## config.mk

```make
export PLATFORM = sky130hd
export DESIGN_NAME = fc_argmax_ctrl
export DESIGN_NICKNAME = d
export VERILOG_FILES = /design/src/rtl/fc_argmax_ctrl.sv
export SDC_FILE = /design/constraint.sdc
export NUM_CORES = 1
export LEC_CHECK = 0
export BUFFER_PORTS_ARGS = -buffer_cell sky130_fd_sc_hd__buf_2
export CAP_MARGIN = 20
export CORE_MARGIN = 3
export CORE_UTILIZATION = 51
export DETAILED_ROUTE_END_ITERATION = 8
export GPL_ROUTABILITY_DRIVEN = 0
export PLACE_DENSITY = 0.88
export SKIP_CTS_REPAIR_TIMING = 1
export SYNTH_ARGS = -nofsm -noshare
export SYNTH_HDL_FRONTEND = slang
export SYNTH_SLANG_ARGS = --single-unit
```

## constraint.sdc

```tcl
create_clock -name clk -period 2.8 [get_ports clk]
set_clock_uncertainty 0.15 [all_clocks]
set_input_delay 0.14 -clock clk [delete_from_list [all_inputs] [get_ports clk]]
set_output_delay 0.14 -clock clk [all_outputs]
set_load 0.005 [all_outputs]
```

## src/rtl/fc_argmax_ctrl.sv

```systemverilog
// Argmax sequencer: buffers one frame of class scores, then pulses the comparator clear,
// runs it to completion and returns the winning index. Optional watchdog: FC_ARGMAX_TIMEOUT_EN.
module fc_argmax_ctrl #(
  parameter int DATA_W         = 16,
  parameter int NUM_CLASSES    = 10,
  parameter int IDX_W          = 4,
  parameter int TIMEOUT_CYCLES = 64
) (
  input  logic                          clk,
  input  logic                          reset,
  input  logic                          score_valid,
  input  logic [DATA_W-1:0]             score_data,
  input  logic                          score_last,
  output logic                          score_ready,
  output logic [NUM_CLASSES*DATA_W-1:0] cmp_arr,
  output logic                          cmp_reset,
  output logic                          cmp_enable,
  input  logic                          cmp_done,
  input  logic [IDX_W-1:0]              cmp_result,
  output logic                          class_valid,
  output logic [IDX_W-1:0]              class_idx,
  input  logic                          class_ready,
  output logic                          busy,
  output logic [1:0]                    err
);

  typedef enum logic [1:0] {LOAD, CLR, RUN, OUT} state_t;

  localparam logic [IDX_W-1:0] LAST_IDX = IDX_W'(NUM_CLASSES - 1);

  state_t                   state, state_nxt;
  logic [IDX_W-1:0]         cnt;
  logic signed [DATA_W-1:0] sbuf [NUM_CLASSES];
  logic                     accept, final_beat, early_last, timeout;

  if (((2 ** IDX_W) < NUM_CLASSES + 1) || (TIMEOUT_CYCLES < 1)) begin : g_bad_params
    $error("fc_argmax_ctrl: IDX_W too narrow or TIMEOUT_CYCLES < 1");
  end

  assign accept     = score_valid && score_ready;
  assign final_beat = accept && (cnt == LAST_IDX);
  assign early_last = accept && score_last && (cnt != LAST_IDX);

`ifdef FC_ARGMAX_TIMEOUT_EN
  localparam int TW = $clog2(TIMEOUT_CYCLES + 1);
  logic [TW-1:0] tcnt;

  // Held at zero outside RUN, so every entry into RUN starts a fresh count.
  always_ff @(posedge clk) begin
    if (!reset || state != RUN) tcnt <= '0;
    else                        tcnt <= tcnt + 1'b1;
  end

  assign timeout = (state == RUN) && !cmp_done && (tcnt == TW'(TIMEOUT_CYCLES - 1));
`else
  assign timeout = 1'b0;
`endif

  always_ff @(posedge clk) begin
    if (!reset) begin
      state     <= LOAD;
      cnt       <= '0;
      cmp_reset <= 1'b1;
      class_idx <= '0;
      err       <= '0;
    end else begin
      state     <= state_nxt;
      cmp_reset <= (state_nxt == CLR);
      if (accept) cnt <= (score_last || cnt == LAST_IDX) ? '0 : cnt + 1'b1;
      if ((final_beat && !score_last) || early_last) err[0] <= 1'b1;
      // A done on the watchdog's last cycle takes priority over the timeout.
      if (state == RUN) begin
        if (cmp_done) class_idx <= cmp_result;
        else if (timeout) begin
          class_idx <= '1;
          err[1]    <= 1'b1;
        end
      end
    end
  end

  always_ff @(posedge clk) begin
    if (!reset) begin
      for (int i = 0; i < NUM_CLASSES; i++) sbuf[i] <= '0;
    end else if (accept) begin
      for (int i = 0; i < NUM_CLASSES; i++)
        if (cnt == IDX_W'(i)) sbuf[i] <= $signed(score_data);
    end
  end

  for (genvar g = 0; g < NUM_CLASSES; g++) begin : g_arr
    assign cmp_arr[DATA_W*g +: DATA_W] = sbuf[g];
  end

  always_comb begin
    state_nxt = state;
    case (state)
      LOAD:    if (final_beat) state_nxt = CLR;
      CLR:     state_nxt = RUN;
      RUN:     if (cmp_done || timeout) state_nxt = OUT;
      OUT:     if (class_ready) state_nxt = LOAD;
      default: state_nxt = LOAD;
    endcase
  end

  always_comb begin
    score_ready = 1'b0;
    cmp_enable  = 1'b0;
    class_valid = 1'b0;
    busy        = 1'b1;
    case (state)
      LOAD: begin
        score_ready = 1'b1;
        busy        = 1'b0;
      end
      RUN:     cmp_enable  = 1'b1;
      OUT:     class_valid = 1'b1;
      default: ;
    endcase
  end

endmodule

```

==> results by group, run 1 <==
Floorplanning
  • Core Footprint: 12700 sq um
  • IO Pins: 197
  • Initial Util: 0.525
  • Die width: 120 um
  • Cell Rows: 41
  • Die area: 14500 sq um
  • Die height: 120 um

CTS
  • Clock transition at path regs: 60 ps
  • Clk Latency, worst-skew pair: 420 ps
  • CTS tree: built
  • Root cell of the clock tree: clkbuf_16
  • CTS buffer count: 17
  • Num Clock Sinks: 172
  • CTS H-tree lvls: 4
  • Clock tree buffer depth: 2

Critical path
  • Worst path max stage delay: 580 ps
  • Worst-path cell chain: nor3b_4 > nand3_4 > nand2_1
  • Critical-path cell with the highest stage delay: nand2_1
  • Crit Path Class: reg -> reg
  • Critical-path maximum fanout: 17
  • Critical Path RT: 2700 ps
  • Crit start category: flop
  • Arrival time worst endpoint: 2260 ps
  • CP Capture Type: flop

Power
  • Combinational power share: 0.057
  • PD cells: 647 nW/um^2
  • Switch share: 0.213
  • Switching power: 1180 uW
  • Peak supply drop: 369 uV
  • Internal power: 4340 uW
  • Pwr Total: 5510 uW
  • Sequential share of power: 0.534
  • Leakage: 0.00364 uW
  • Clock group share of total power: 0.410

Routing
  • WL per Instance: 18.7 um
  • Via Count: 4443
  • DRC: 0
  • DRT Pass-1 Iters: 5
  • Via density: 5.25
  • Final ANT Viol Nets: 0
  • Initial DRC Count: 353
  • Drt total wl: 15900 um

Global route
  • Initial antenna violation count: 0
  • Total gr overflow: 0
  • Top Usage Layer GRT: met2
  • GRT met3 Usage: 0.0622
  • M1 GR Usage: 0.251
  • Global-route wire length before repair: 23400 um
  • Maximum number of pins on one net before global-route repair: 25
  • Overall routing resource usage: 0.218
  • Met2 usage: 0.386
  • Vias in the first global route: 4315

Timing
  • Slew headroom: 0.402
  • Worst-margin pin slew: 894 ps
  • Tcrit/Tclk final: 0.842
  • Final Max Tran Viols: 0
  • Final Setup Violations: 0
  • RSZ-0062 raised after global routing: false
  • Final setup TNS: 0 ps
  • Hold Fails Final Rpt: 5
  • Fin crit period: 2360 ps
  • Highest clock rate: 424 MHz
  • Hold WS: -30.7 ps

Layout
  • Most frequent cells in the layout: 195 x buf_2, 160 x edfxtp_1, 114 x and2_1
  • Final net count: 692
  • Antenna cells: 0
  • Most common cell after layout, fill and taps aside: buf_2
  • Fraction of layout cells with a size suffix above 1: 0.360
  • Area Growth Syn to Fin: 28.2%

Synth
  • Synth Area in Adders: 0.00752
  • Largest family of logic cells by synthesized area: simple AND/OR/NAND/NOR gates
  • Yosys cell types: 38
  • Simple-gate share of the synthesized area: 0.197
  • Seq cells post-synth: 172
  • Synth Area in Compound Gates: 0.0124
  • Synth Area in XOR/XNOR: 0.00132
  • Synthesized cell area: 6660 sq um
  • Synth warnings: 0
  • Register area share after synthesis: 0.758
  • Cell count after synthesis: 444
  • Syn Area/Cell: 15.0 sq um
  • Proportion of synthesized area in mux cells: 0.00602
  • Mapped Nets: 474

Place
  • Port buffer count: 195
  • Final HPWL DP: 11600 um

Run status
  • Run status: finished with violations
  • Failing checks: negative hold slack

Flow run
  • Max-Cap Viols: 0

Worst hold path
  • Hold Crit Class: in -> reg
metal layers:
layer  vias to the layer above  wire (um)  share of wire
met4                         0        406          0.026
met2                       247       8280           0.52
met3                        36       1170          0.074
li1                       1985          -              -
met5                         -          0              0
met1                      2175       6010           0.38
metrics by stage:
| stage | hold WS (ps) | instance area (sq um) | setup slack, ps | util | cells |
|---|---|---|---|---|---|
| finish | -30.7 | 8530 | 442 | 0.673 | 847 |
| global placement | 193 | 7810 | 640 | 0.617 | 801 |
| global route | 1.71 | 8530 | 246 | 0.673 | 847 |
| CTS | -258 | 8390 | 454 | 0.662 | 833 |
| detailed placement | 193 | 7810 | 483 | 0.617 | 801 |
| floorplan | 86.3 | 6660 | 188 | - | 444 |
kinds of logic (layout without fill, tap and decap cells):
group                      Yosys count  in the layout
muxes                                4              4
AOI/OAI and AO/OA                   14             14
adders and majority gates            4              4
buffers and inverters               22            253
xor gates and xnor gates             1              1
other                                1              1
and+or+nand+nor                    226            226
DFF                                172            172
worst max-delay path: cells and delay by family, from the launching register on:
| family | cells | cell delay, ps |
|---|---|---|
| flip-flops | 1 | 380 |
| AND/OR/NAND/NOR | 3 | 1450 |
path summary, 6_finish.rpt:
path                       start                       end  slack [ps]  depth (start not counted)
max reg2reg  state[1]$_SDFF_PN0_  sbuf[8][9]$_SDFFCE_PN0P_         440                          3
max          state[1]$_SDFF_PN0_  sbuf[8][9]$_SDFFCE_PN0P_         440                          3
min reg2reg  err[0]$_SDFFE_PN0P_       err[0]$_SDFFE_PN0P_         330                          2
min                        reset       cnt[2]$_SDFFE_PN0N_         -30                          3
power by group through the flow:
stage / clock network, uW / registers (uW) / logic (uW)
after floorplan: 0 / 3010 / 94.0
after global placement: 0 / 2990 / 288
after detailed placement: 0 / 3000 / 298
after CTS: 2290 / 2940 / 299
after global routing: 2380 / 2950 / 337
final: 2260 / 2940 / 312
final cells by class:
| class | count | area [sq um] |
|---|---|---|
| inverter | 4 | 15.0 |
| sequential | 172 | 5040 |
| clock inverter | 14 | 146 |
| multi-input combinational | 250 | 1500 |
| tap | 172 | 215 |
| fill | 863 | 4140 |
| clock buffer | 18 | 429 |
| timing repair buffer | 217 | 1180 |
synth_stat cells, drive strengths merged:
cell type | number | area share
ha | 4 | 0.0075
nand3 | 4 | 0.0056
nand4b | 4 | 0.0062
or2 | 1 | 0.0013
and2 | 114 | 0.11
nor3 | 3 | 0.0055
a31oi | 1 | 0.00094
o21a | 1 | 0.0011
nor2 | 57 | 0.032
nor3b | 1 | 0.0028
nand3b | 5 | 0.0056
edfxtp | 160 | 0.72
a211oi | 1 | 0.0011
buf | 9 | 0.0092
conb | 1 | 0.00056
clkbuf | 9 | 0.0058
nand2b | 4 | 0.0038
o311ai | 1 | 0.0013
dfxtp | 12 | 0.036
a21oi | 1 | 0.00075
o22ai | 2 | 0.0019
nor2b | 2 | 0.0019
mux2i | 4 | 0.0060
xor2 | 1 | 0.0013
nand4bb | 3 | 0.0075
o21ai | 7 | 0.0053
nand2 | 26 | 0.015
and4 | 1 | 0.0017
inv | 4 | 0.0023
and3 | 1 | 0.00094
sequential cells by signal, summed over array words and instances (netlist names):
name / flops
class_idx: 4
err: 1
state: 2
sbuf: 160
cnt: 4
cmp_reset: 1
Note: power is estimated with default switching activity, not from simulation.
==> run 2, diff against run 1 <==
--- a/config.mk
+++ b/config.mk
@@ -5,13 +5,14 @@
 export SDC_FILE = /design/constraint.sdc
 export NUM_CORES = 1
 export LEC_CHECK = 0
+export ABC_AREA = 1
 export BUFFER_PORTS_ARGS = -buffer_cell sky130_fd_sc_hd__buf_2
 export CAP_MARGIN = 20
 export CORE_MARGIN = 3
-export CORE_UTILIZATION = 51
+export CORE_UTILIZATION = 46
 export DETAILED_ROUTE_END_ITERATION = 8
 export GPL_ROUTABILITY_DRIVEN = 0
-export PLACE_DENSITY = 0.88
+export PLACE_DENSITY = 0.85
 export SKIP_CTS_REPAIR_TIMING = 1
 export SYNTH_ARGS = -nofsm -noshare
 export SYNTH_HDL_FRONTEND = slang
==> constraint.sdc (replaced) <==
create_clock -name clk -period 2.1 [get_ports clk]
set_clock_uncertainty 0.15 [all_clocks]
set_input_delay 0.105 -clock clk [delete_from_list [all_inputs] [get_ports clk]]
set_output_delay 0.105 -clock clk [all_outputs]
set_load 0.005 [all_outputs]
==> run 2 against run 1 <==
The flow now finishes without violations. First-iteration DRC count up 4.2%. Cell count rose by 3.9%. Combinational power increased by 45%. Global-route usage fell by 0.75 points. Worst setup slack lost 280 ps. Area after synthesis decreased by 5.3%. Largest cell class unchanged.
==> results by group, run 2 <==
Run status
  • Run status: completed

Critical path
  • Crit path max-delay family: buffers and inverters
  • CP startpoint: cnt[1]$_SDFFE_PN0N_
  • R2r setup slk: 170 ps (-280 ps)
  • Critical-path cell with the highest stage delay: dlygate4sd3_1
  • Arrival time worst endpoint: 2140 ps (-120 ps)
  • Crit path buffers/inverters: 2 (+2)
  • Worst-path cell chain: inv_1 > ha_1 > nand3_1 > nand2_1 > nand3_1 > dlygate4sd3_1 > a21oi_1
  • Worst path max stage delay: 570 ps (about the same)
  • R2R Path Start: cnt[1]$_SDFFE_PN0N_
  • Crit Path Class: reg -> reg
  • Crit start category: flop
  • Critical Path RT: 2300 ps (-400 ps)
  • Most used cell, CP: nand3_1
  • CP Capture Type: flop
  • Critical-path maximum fanout: 6 (-11)

Timing
  • Hold Fails Final Rpt: 0 (-5)
  • Final Setup Violations: 0 (unchanged)
  • Slew headroom: 0.641 (+0.239)
  • Final Max Tran Viols: 0 (unchanged)
  • Fin crit period: 1930 ps (-424 ps)
  • Final setup TNS: 0 ps (unchanged)
  • Highest clock rate: 517 MHz (+22%)
  • Hold WS: 1.97 ps (+32.7 ps)
  • RSZ-0062 raised after global routing: false
  • Tcrit/Tclk final: 0.921 (+0.0790)
  • Worst-margin pin slew: 538 ps (-356 ps)

Floorplanning
  • Die area: 15100 sq um (+4.8%)
  • Die height: 123 um (+2.3%)
  • Cell Rows: 42 (+2.4%)
  • Core Footprint: 13300 sq um (+5.3%)
  • IO Pins: 197 (unchanged)
  • Die width: 123 um (+2.3%)
  • Initial Util: 0.472 (-0.0530)

Power
  • Peak supply drop: 400 uV (+8.5%)
  • Leakage: 0.00364 uW (about the same)
  • Pwr Total: 7530 uW (+37%)
  • PD cells: 908 nW/um^2 (+40%)

Synth
  • Syn Area/Cell: 13.7 sq um (-8.8%)
  • Top FF cell, synth: edfxtp_1
  • Count leader, synth: nor2_1
  • Mapped Nets: 491 (+3.6%)
  • Cell count after synthesis: 461 (+3.8%)
  • Async SR Flop Fraction: 0 (unchanged)
  • Post-synth EDFFs: 160 (unchanged)
  • Top cells by area, synth: edfxtp_1 76%, nor2_1 10%, dfxtp_1 3.8%
  • Yosys cell types: 20 (-47%)
  • Register area share after synthesis: 0.800 (+0.0423)
  • Post-synth top area cell: edfxtp_1
  • Seq cells post-synth: 172 (unchanged)
  • Post-synth top area share: 0.762 (+0.0403)
  • Synth warnings: 0 (unchanged)
  • Most frequent cells after synthesis: 168 x nor2_1, 160 x edfxtp_1, 35 x nand2_1
  • Synthesized cell area: 6300 sq um (-5.3%)

Layout
  • Area Growth Syn to Fin: 31.6%
  • Fraction of layout cells with a size suffix above 1: 0.355 (-0.00489)
  • Most frequent cells in the layout: 195 x buf_2, 168 x nor2_1, 160 x edfxtp_1
  • Final net count: 721 (+4.2%)
  • Most common cell after layout, fill and taps aside: buf_2
  • Antenna cells: 0 (unchanged)
  • Max reg flops: 160 (unchanged)
  • Top Registers: sbuf: 160 flops, class_idx: 4 flops, cnt: 4 flops
  • Layout fillers: 1001 (+16%)
  • Largest reg by FF count: sbuf

CTS
  • CTS H-tree lvls: 4 (unchanged)
  • Clock tree buffer depth: 2 (unchanged)
  • Num Clock Sinks: 172 (unchanged)
  • CTS tree: built
  • Clk Latency, worst-skew pair: 420 ps (about the same)
  • Root cell of the clock tree: clkbuf_16
  • Clock transition at path regs: 70 ps (about the same)
  • CTS buffer count: 17 (unchanged)

Routing
  • DRT Pass-1 Iters: 5 (unchanged)
  • DRC: 0 (unchanged)
  • WL per Instance: 18.1 um (-3.5%)
  • Via Count: 4468 (+0.56%)
  • Initial DRC Count: 368 (+4.2%)
  • Via density: 5.08 (-3.2%)
  • Drt total wl: 15900 um (+0.26%)
  • Final ANT Viol Nets: 0 (unchanged)

Global route
  • Total gr overflow: 0 (unchanged)
  • Vias in the first global route: 4219 (-2.2%)
  • Maximum number of pins on one net before global-route repair: 25 (unchanged)
  • Overall routing resource usage: 0.210 (-0.00745)
  • Initial antenna violation count: 0 (unchanged)
  • Global-route wire length before repair: 23100 um (-1.2%)

Flow run
  • Max-Cap Viols: 0 (unchanged)

Worst hold path
  • Min-delay src: score_valid
  • Hold Crit Class: in -> reg

Place
  • Port buffer count: 195 (unchanged)
  • Final HPWL DP: 11100 um (-3.9%)
-- run 2: cell types whose count changed in the layout (fill, tap and decap cells not counted), sizes merged, moves of 5 or more --
| cell | change |
|---|---|
| a21oi | +5 |
| and2 | -114 |
| buf | +10 |
| clkinv | +17 |
| inv | +8 |
| nand2 | +9 |
| nand3 | +5 |
| nand3b | -5 |
| nand4 | +9 |
| nor2 | +113 |
-- run 2: per-stage QoR --
stage	area [sq um]	setup WS, ps	instances	utilization
after floorplan	6310	-49.5	461	-
after global placement	7560	335	835	0.567
after detailed placement	7560	220	835	0.567
after CTS	8160	196	867	0.612
after global routing	8290	4.47	880	0.621
final	8290	166	880	0.621
-- run 2: worst reg2reg max path, stage by stage, from the launching register on --
cell,delay [ps]
dfxtp_1,340
inv_1,110
ha_1,250
nand3_1,120
nand2_1,110
nand3_1,80
dlygate4sd3_1,570
a21oi_1,130
-- run 2: cell type report --
cell class | count | area, sq um | share of cell area
repair buffers | 226 | 1240 | 0.150
inverters | 28 | 105 | 0.0127
well taps | 176 | 220 | 0.0265
clock inverters | 15 | 174 | 0.0210
clock buffers | 17 | 425 | 0.0513
multi-input cells | 246 | 1080 | 0.131
flip-flops and latches | 172 | 5040 | 0.608
-- run 2: layer usage --
metal / share of wire / up-vias / GRT usage
met4: 0.026 / 0 / 0.0830
met5: 0 / - / 0
met3: 0.099 / 35 / 0.0540
met2: 0.50 / 291 / 0.355
met1: 0.38 / 2110 / 0.261
li1: - / 2032 / -
-- run 2: final timing paths --
kind	endpoint	depth (start not counted)
worst max register to register	err[0]$_SDFFE_PN0P_	7
worst min register to register	err[0]$_SDFFE_PN0P_	2
worst max-delay path	err[0]$_SDFFE_PN0P_	7
worst min-delay path	cnt[2]$_SDFFE_PN0N_	6
-- run 2: power breakdown --
group	leakage, uW	internal, uW	switching (uW)
clock	0.000286	1870	1280
combinational	0.00160	161	291
sequential	0.00176	3890	49.3
total	0.00364	5920	1620
-- run 2: cells by family (layout without fill, tap and decap cells) --
logic type               Yosys count  in the layout  synth area share
AND/OR/NAND/NOR                  223            223             0.147
flip-flops                       172            172             0.800
buffers and inverters             43            286            0.0296
AO/OA/AOI/OAI                     18             18            0.0147
adder cells (fa/ha/maj)            4              4           0.00794
other                              1              1          0.000595
